[config.mk]
export PLATFORM = sky130hd
export DESIGN_NAME = quaternion_mult_seq
export DESIGN_NICKNAME = d
export VERILOG_FILES = /design/src/rtl/quaternion_mult_seq.sv
export SDC_FILE = /design/constraint.sdc
export NUM_CORES = 2
export LEC_CHECK = 0
export BUFFER_PORTS_ARGS = -buffer_cell sky130_fd_sc_hd__buf_2
export CAP_MARGIN = 20
export CORE_MARGIN = 4
export CORE_UTILIZATION = 53
export CTS_BUF_LIST = sky130_fd_sc_hd__clkbuf_8
export CTS_CLUSTER_SIZE = 20
export DETAILED_ROUTE_END_ITERATION = 12
export GPL_ROUTABILITY_DRIVEN = 1
export MAX_ROUTING_LAYER = met4
export PLACE_DENSITY = 0.76
export SYNTH_ARGS = -nofsm -noshare
export SYNTH_HDL_FRONTEND = slang
export SYNTH_SLANG_ARGS = --single-unit
export TNS_END_PERCENT = 100
[constraint.sdc]
create_clock -name clk -period 13.4 [get_ports clk]
set_clock_uncertainty 0.1 [all_clocks]
set_input_delay 0.67 -clock clk [delete_from_list [all_inputs] [get_ports clk]]
set_output_delay 0.67 -clock clk [all_outputs]
set_load 0.005 [all_outputs]
[src/rtl/quaternion_mult_seq.sv]
// Sequential Hamilton product q = a * b (or a * conj(b)) using MULTS time-shared multipliers.
// Optional build macro QMUL_SAT_EN: saturate to OUT_W and add the sat_flag output.
module quaternion_mult_seq #(
  parameter int W     = 16,
  parameter int OUT_W = 2*W+2,
  parameter int MULTS = 1
) (
  input  logic                    clk,
  input  logic                    rst,
  input  logic                    in_valid,
  output logic                    in_ready,
  input  logic                    conj_b,
  input  logic signed [W-1:0]     a0,
  input  logic signed [W-1:0]     a1,
  input  logic signed [W-1:0]     a2,
  input  logic signed [W-1:0]     a3,
  input  logic signed [W-1:0]     b0,
  input  logic signed [W-1:0]     b1,
  input  logic signed [W-1:0]     b2,
  input  logic signed [W-1:0]     b3,
  output logic                    out_valid,
  input  logic                    out_ready,
  output logic signed [OUT_W-1:0] q0,
  output logic signed [OUT_W-1:0] q1,
  output logic signed [OUT_W-1:0] q2,
  output logic signed [OUT_W-1:0] q3
`ifdef QMUL_SAT_EN
  ,
  output logic                    sat_flag
`endif
);

  localparam int ACC_W = 2*W+2;
  localparam int OPW   = W+1;
  localparam logic [3:0] K_STEP = 4'(MULTS);
  localparam logic [3:0] K_LAST = 4'(16 - MULTS);

  typedef enum logic [1:0] {S_IDLE, S_BUSY, S_DONE} state_t;

  state_t                   state_q;
  logic [3:0]               k_q;
  logic                     in_ready_q;
  logic                     out_valid_q;
  logic signed [OPW-1:0]    a_q [4];
  logic signed [OPW-1:0]    b_q [4];
  logic signed [ACC_W-1:0]  acc_q [4];
  logic signed [ACC_W-1:0]  acc_d [4];
  logic signed [OUT_W-1:0]  res_q [4];
  logic signed [OUT_W-1:0]  res_d [4];

  logic signed [W-1:0]      a_in [4];
  logic signed [W-1:0]      b_in [4];
  logic signed [OPW-1:0]    a_cap [4];
  logic signed [OPW-1:0]    b_cap [4];
  logic signed [ACC_W-1:0]  term [MULTS];
  logic signed [ACC_W-1:0]  step_sum;

  // Product p = 4*i + j: a index is always j; returns {negate, b index}.
  function automatic logic [2:0] term_sel(input logic [3:0] p);
    logic [2:0] s;
    case (p)
      4'd0:    s = 3'b000;
      4'd1:    s = 3'b101;
      4'd2:    s = 3'b110;
      4'd3:    s = 3'b111;
      4'd4:    s = 3'b001;
      4'd5:    s = 3'b000;
      4'd6:    s = 3'b011;
      4'd7:    s = 3'b110;
      4'd8:    s = 3'b010;
      4'd9:    s = 3'b111;
      4'd10:   s = 3'b000;
      4'd11:   s = 3'b001;
      4'd12:   s = 3'b011;
      4'd13:   s = 3'b010;
      4'd14:   s = 3'b101;
      default: s = 3'b000;
    endcase
    return s;
  endfunction

  assign a_in[0] = a0;
  assign a_in[1] = a1;
  assign a_in[2] = a2;
  assign a_in[3] = a3;
  assign b_in[0] = b0;
  assign b_in[1] = b1;
  assign b_in[2] = b2;
  assign b_in[3] = b3;

  // One extra bit so that negating the most negative b component cannot overflow.
  for (genvar gi = 0; gi < 4; gi++) begin : g_cap
    assign a_cap[gi] = {a_in[gi][W-1], a_in[gi]};
    if (gi == 0) begin : g_scalar
      assign b_cap[gi] = {b_in[gi][W-1], b_in[gi]};
    end else begin : g_vector
      assign b_cap[gi] = conj_b ? -{b_in[gi][W-1], b_in[gi]} : {b_in[gi][W-1], b_in[gi]};
    end
  end

  for (genvar gi = 0; gi < MULTS; gi++) begin : g_mult
    logic [3:0]              p;
    logic [2:0]              sel;
    logic signed [ACC_W-1:0] a_w;
    logic signed [ACC_W-1:0] b_w;
    logic signed [ACC_W-1:0] prod;
    assign p    = k_q + 4'(gi);
    assign sel  = term_sel(p);
    assign a_w  = {{(ACC_W-OPW){a_q[p[1:0]][OPW-1]}}, a_q[p[1:0]]};
    assign b_w  = {{(ACC_W-OPW){b_q[sel[1:0]][OPW-1]}}, b_q[sel[1:0]]};
    assign prod = a_w * b_w;
    assign term[gi] = sel[2] ? -prod : prod;
  end

  // k advances in multiples of MULTS, so every product of one step targets the same output.
  always_comb begin
    step_sum = '0;
    for (int m = 0; m < MULTS; m++) begin
      step_sum = step_sum + term[m];
    end
    for (int i = 0; i < 4; i++) begin
      acc_d[i] = acc_q[i];
    end
    acc_d[k_q[3:2]] = acc_q[k_q[3:2]] + step_sum;
  end

`ifdef QMUL_SAT_EN
  localparam logic signed [ACC_W-1:0] SAT_MAX = {{(ACC_W-OUT_W+1){1'b0}}, {(OUT_W-1){1'b1}}};
  localparam logic signed [ACC_W-1:0] SAT_MIN = {{(ACC_W-OUT_W+1){1'b1}}, {(OUT_W-1){1'b0}}};
  logic [3:0] clip;
  logic       sat_d;
  logic       sat_q;

  for (genvar gi = 0; gi < 4; gi++) begin : g_red
    logic hi;
    logic lo;
    assign hi = acc_d[gi] > SAT_MAX;
    assign lo = acc_d[gi] < SAT_MIN;
    assign clip[gi] = hi | lo;
    assign res_d[gi] = hi ? SAT_MAX[OUT_W-1:0] : (lo ? SAT_MIN[OUT_W-1:0] : acc_d[gi][OUT_W-1:0]);
  end
  assign sat_d    = |clip;
  assign sat_flag = sat_q;
`else
  for (genvar gi = 0; gi < 4; gi++) begin : g_red
    assign res_d[gi] = acc_d[gi][OUT_W-1:0];
  end
`endif

  always_ff @(posedge clk or negedge rst) begin
    if (!rst) begin
      state_q     <= S_IDLE;
      k_q         <= '0;
      in_ready_q  <= 1'b0;
      out_valid_q <= 1'b0;
      a_q         <= '{default: '0};
      b_q         <= '{default: '0};
      acc_q       <= '{default: '0};
      res_q       <= '{default: '0};
`ifdef QMUL_SAT_EN
      sat_q       <= 1'b0;
`endif
    end else begin
      case (state_q)
        S_IDLE: begin
          in_ready_q <= 1'b1;
          if (in_valid && in_ready_q) begin
            a_q        <= a_cap;
            b_q        <= b_cap;
            acc_q      <= '{default: '0};
            k_q        <= '0;
            in_ready_q <= 1'b0;
            state_q    <= S_BUSY;
          end
        end
        S_BUSY: begin
          acc_q <= acc_d;
          k_q   <= k_q + K_STEP;
          if (k_q == K_LAST) begin
            res_q       <= res_d;
            out_valid_q <= 1'b1;
            state_q     <= S_DONE;
`ifdef QMUL_SAT_EN
            sat_q       <= sat_d;
`endif
          end
        end
        S_DONE: begin
          if (out_ready) begin
            out_valid_q <= 1'b0;
            in_ready_q  <= 1'b1;
            state_q     <= S_IDLE;
`ifdef QMUL_SAT_EN
            sat_q       <= 1'b0;
`endif
          end
        end
        default: state_q <= S_IDLE;
      endcase
    end
  end

  assign in_ready  = in_ready_q;
  assign out_valid = out_valid_q;
  assign q0 = res_q[0];
  assign q1 = res_q[1];
  assign q2 = res_q[2];
  assign q3 = res_q[3];

endmodule

Word-level counts from Yosys, hierarchy flattened

Memories as Yosys holds them, arrays and structs flattened.
Cells that the tools add are included.

Register bits: 411
Memory bits (read-only): 48
Output and inout bits: 138
Logic and storage cells: 83
Memories: 1

Add/subtract/negate cells: 6
$mul: 1
Magnitude comparators: 4
Equality and inequality tests: 6
Muxes and demuxes: 30
Bitwise logic cells: 3
Reduce and logical (&&, ||, !) cells: 12

Memories:

| memory          | words | bits a word | read ports | clocked after Yosys merged registers in | write ports | RTL line | RTL |
|---|---|---|---|---|---|---|---|
| (no name shown) | 16    | 3           | 1          | 0                                       | 0           | 61       | `case (p)` |

Operator list:

| cell                                                           | number |
|---|---|
| 136-bit one-hot mux with 2 select lines                        | 1 |
| 136-bit bitwise mux                                            | 1 |
| 136-bit two-way mux                                            | 1 |
| 34-bit two-way mux                                             | 4 |
| 17-bit two-way mux                                             | 7 |
| 17-bit binary-select mux with 2-bit select                     | 2 |
| 34-bit binary-select mux with 2-bit select                     | 1 |
| 34-bit demux with 2-bit select                                 | 1 |
| 17-bit negator                                                 | 3 |
| 34-bit adder                                                   | 1 |
| 17-bit by 17-bit multiplier with 34-bit output                 | 1 |
| 34-bit negator                                                 | 1 |
| 3-bit greater-or-equal comparator (second input constant)      | 3 |
| 2-bit NOT with 3-bit output                                    | 3 |
| 4-bit one-hot mux with 2 select lines                          | 1 |
| 2-bit AND reduction                                            | 4 |
| 2-bit two-way mux                                              | 3 |
| 2-bit != test (second input constant)                          | 3 |
| 2-bit one-hot mux with 3 select lines                          | 1 |
| 3-bit AND reduction                                            | 2 |
| 2-bit nonzero test                                             | 3 |
| 4-bit by 1-bit adder with 4-bit output (second input constant) | 1 |
| 4-bit equality test (second input constant)                    | 1 |
| 1-bit two-way mux                                              | 4 |
| 7 further kinds                                                | 9 |

Depth between registers and ports, before layout

An unclocked memory read counts as a cell.

Word-level depth: 11
Gate-level depth with buffers: 46
Depth with buffers taken out: 40

Worst setup path after synthesis

OpenSTA, ideal clock, no wires.

Path kind: register to register
Start point: register k_q[1]
End point: register res_q, in the netlist q3[33]
Arrival: 10,828 ps
Setup slack: 2,401 ps
Cell stages (with the launch flop): 42
Path through: dfrtp_1 > buf_2 > buf_1 > clkbuf_1 > inv_1 > ha_1 > nor2_1 > o221ai_2 > clkbuf_1 > o21ai_1 > clkbuf_1 > nor2_1 > fa_1 > inv_1 > fa_1 > fa_1 > inv_1 > fa_1 > [... 6 more ...] > a211oi_1 > a21oi_2 > xnor2_1 > a2111oi_4 > and4_1 > inv_1 > o21ai_0 > xnor2_1 > ha_1 > and4_1 > nand3_1 > or2_1 > o32ai_1 > nor2_1 > o311ai_1 > a41oi_1 > or4_1 > nand4_1

Cells in the longest elaborated chain, start to end: 10
Elaborated cells on any way between the ends: 16

RTL lines:

| what                                                   | RTL line | RTL |
|---|---|---|
| start: declaration                                     | 41       | `logic [3:0] k_q;` |
| start signal: assignment                               | 178      | `k_q <= k_q + K_STEP;` |
| memory 16 x 3 bit                                      | -        |  |
| 2-bit NOT with 3-bit output (implied by the code)      | 110      | `assign b_w = {{(ACC_W-OPW){b_q[sel[1:0]][OPW-1]}}, b_q[sel[1:0]]};` |
| 17-bit binary-select mux with 2-bit select             | 110      |  |
| 17-bit two-way mux (implied by the code) (2 in series) | 110      |  |
| 17-bit by 17-bit multiplier with 34-bit output         | 111      | `assign prod = a_w * b_w;` |
| 34-bit negator                                         | 112      | `assign term[gi] = sel[2] ? -prod : prod;` |
| 34-bit two-way mux                                     | 112      |  |
| 34-bit adder                                           | 124      | `acc_d[k_q[3:2]] = acc_q[k_q[3:2]] + step_sum;` |
| 136-bit bitwise mux                                    | 124      |  |
| end signal: assignment                                 | 180      | `res_q <= res_d;` |
| end: declaration                                       | 48       | `logic signed [OUT_W-1:0] res_q [4];` |

Several ways; a longest one is shown, not always the timed one. The select of a mux whose other input is x is not followed.
A chain may end at the register's enable or synchronous reset.

Final worst setup path

Start point: register k_q[0]
End point: register res_q, in the netlist q3[33]

Same word-level chain as after synthesis.

==> results.py <==
metrics = {
    "clock_network": {
        "clkLatencyLatePin_ps": 700,
        "post_cts_resized": 0,
        "holdBufCountCts": 0,
        "ctsRootBufferMaster": "clkbuf_8",
        "numCtsBuffers": 69,
        "clock_path_buffers": 3,
        "cts.sinks": 411,
        "path_clk_slew_ps": 70,
        "post_cts_buffers": 0,
        "cts_tree": "built",
        "htree_levels": 3,
    },
    "setup_path": {
        "end_kind": "flip-flop",
        "worstPathArrival_ps": 12880,
        "cp_slowest_cell": "o21ai_1",
        "r2r_slack_ps": 1030,
        "cpPeakStageDelay_ps": 1000,
        "cp-start-kind": "flip-flop",
        "worstPathMaxFanout": 53,
        "criticalPathCategory": "flip-flop to flip-flop",
        "reg2reg_depth": 36,
        "critical_path.startpoint": "k_q[0]$_DFFE_PN0P_",
        "cp.required_ps": 13910,
        "reg2reg_to": "q3[33]$_DFFE_PN0P_",
        "reg2reg_from": "k_q[0]$_DFFE_PN0P_",
    },
    "sta": {
        "fin_crit_sh_pct": 92.3,
        "slew_violations": 0,
        "fmax_ghz": 0.0808,
        "finalHoldViolCount": 29,
        "slew_headroom_pct": 18.4,
        "rsz0062_at_grt": "false",
        "tightest_slew_ps": 1220,
        "tns_ps": 0,
        "setup_viol": 0,
        "timing.hold.ws_ps": -99.1,
        "fin_crit_ps": 12370,
    },
    "placement": {
        "gp_congestion": 0.973,
        "port_buffers": 270,
        "hpwl_um": 64100,
        "postPlaceCellArea_um2": 33000,
    },
    "run": {
        "drv_cap": 0,
    },
    "logic_synthesis": {
        "syn_nets": 3792,
        "ys.flop_type": "dfrtp_1",
        "ys_ff_latch": 411,
        "ys_types": 85,
        "synth.cell_area_um2": 31000,
        "ys_warn_count": 0,
        "synth_area_per_cell_um2": 9.56,
        "yosysSeqAreaShare_pct": 33.1,
        "async_flop_share_pct": 100,
        "synth_edf_count": 0,
        "synth_cells": 3245,
    },
    "finish": {
        "fillCellCount": 4884,
        "final_util_pct": 59.9,
        "nets": 4006,
        "final_area_um2": 34600,
        "synthToLayoutAreaGrowth_pct": 11.5,
        "mostFrequentLayoutCell": "nand2_1",
        "drive_gt1_share_pct": 17.4,
        "final_cell_mix": "nand2_1, dfrtp_1, inv_1",
    },
    "drt": {
        "dr.first_iter.drc_count": 2082,
        "dr_total_vias": 24600,
        "antenna_left": 0,
        "wire_per_inst_um": 19.7,
        "firstDrtPassIters": 6,
        "drc_errors": 0,
        "wirelength_um": 84300,
        "vias_per_cell": 5.75,
    },
    "global_routing": {
        "met2_usage_pct": 41.8,
        "gr-total-overflow": 0,
        "grt_pass1_wl_um": 134000,
        "grt_antenna_before_repair": 1,
        "grt_pass1_vias": 24500,
        "met1_usage_pct": 38.7,
        "gr-usage-met3_pct": 5.33,
        "grtUsageTotal_pct": 27.9,
        "grt_max_degree": 139,
        "grt-busiest-layer": "met2",
    },
    "die": {
        "die_w_um": 250,
        "die_h_um": 250,
        "die-area_um2": 62500,
        "ios": 271,
        "initial_utilization_pct": 53.7,
        "core-area_um2": 57800,
        "fp-row-count": 88,
    },
    "outcome": {
        "outcome": "finished, violations left",
        "violations": "negative hold slack",
    },
    "min_path": {
        "hold_path_class": "input port to asynchronous set/reset pin",
    },
}
[kinds of logic (layout without fill, tap and decap cells)]
| family | count (synthesis) | after routing | share of synthesized area [%] |
|---|---|---|---|
| DFF | 411 | 411 | 33.1 |
| xor gates and xnor gates | 137 | 137 | 3.87 |
| adders and majority gates | 414 | 414 | 23.6 |
| other | 0 | 1 | 0 |
| AOI/OAI and AO/OA | 505 | 505 | 10.1 |
| muxes | 190 | 190 | 8.29 |
| buffers and inverters | 488 | 753 | 5.94 |
| and+or+nand+nor | 1100 | 1100 | 15.1 |
[worst max-delay path by stage]
stage / cells past startpoint / endpoint
6_report: 36 / q3[33]$_DFFE_PN0P_
5_1_grt: 36 / q3[33]$_DFFE_PN0P_
4_1_cts: 36 / q3[33]$_DFFE_PN0P_
3_5_place_dp: 36 / q3[33]$_DFFE_PN0P_
3_3_place_gp: 36 / q3[33]$_DFFE_PN0P_
2_1_floorplan: 41 / q3[33]$_DFFE_PN0P_
[cells in the mapped netlist, types with 23 or more instances]
cell      number  area, um^2
mux4_2        41         923
clkbuf_1     128         480
nand2_1      630        2360
o21ai_1       32         160
xnor2_1       69         604
and2_1        24         150
mux2i_1       25         250
ha_1         127        1590
dfrtp_1      411       10300
buf_1         23        86.3
o21a_1        30         225
nor3_1        28         140
xor2_1        68         596
o21ai_0      256        1280
fa_1         287        5750
nand3_1      108         541
nor2_1       211         792
a21oi_1       58         290
inv_1        331        1240
mux2_2       121        1360
[area by class of cell]
| class | instances | area [um^2] | share of cell area (%) |
|---|---|---|---|
| diodes | 1 | 2.50 | 0.00723 |
| clock buffers | 82 | 1130 | 3.26 |
| clock inverters | 40 | 395 | 1.14 |
| inverters | 331 | 1240 | 3.59 |
| multi-input cells | 2346 | 19000 | 54.8 |
| flip-flops and latches | 411 | 10300 | 29.7 |
| well taps | 765 | 957 | 2.77 |
| repair buffers | 300 | 1620 | 4.68 |
[through the flow]
step | worst slack, ps | std cells | hold WS (ps)
2_1_floorplan | 2400 | 3245 | 274
3_3_place_gp | 1640 | 4149 | 354
3_5_place_dp | 1360 | 4149 | 361
4_1_cts | 1270 | 4271 | 19.8
5_1_grt | 331 | 4276 | 70.5
6_report | 1030 | 4276 | -99.1
[per-layer routing]
metal,wire [um],share of wire [%],vias to the layer above
li1,-,-,11100
met4,2720,3.2,0
met5,0,0,-
met3,6810,8.1,182
met1,35600,42,12300
met2,39100,46,1002
[worst max-delay path, delay by kind of cell (launching register included)]
family          cells  cell delay, ps
buf+inv             6             540
fa+ha+maj           9            4140
xor+xnor            2             320
compound gates      9            3860
flops               1             950
simple gates       10            2370
[flip-flops by register name (all words and copies together), names as in the netlist]
| name | count |
|---|---|
| q0 | 34 |
| a_q | 64 |
| b_q | 67 |
| out_valid | 1 |
| k_q | 4 |
| q2 | 34 |
| state_q | 2 |
| acc_q | 136 |
| q3 | 34 |
| q1 | 34 |
| in_ready | 1 |
Power is not shown: default switching activity piles up to over one toggle a cycle in this logic, so the estimate is an artifact.
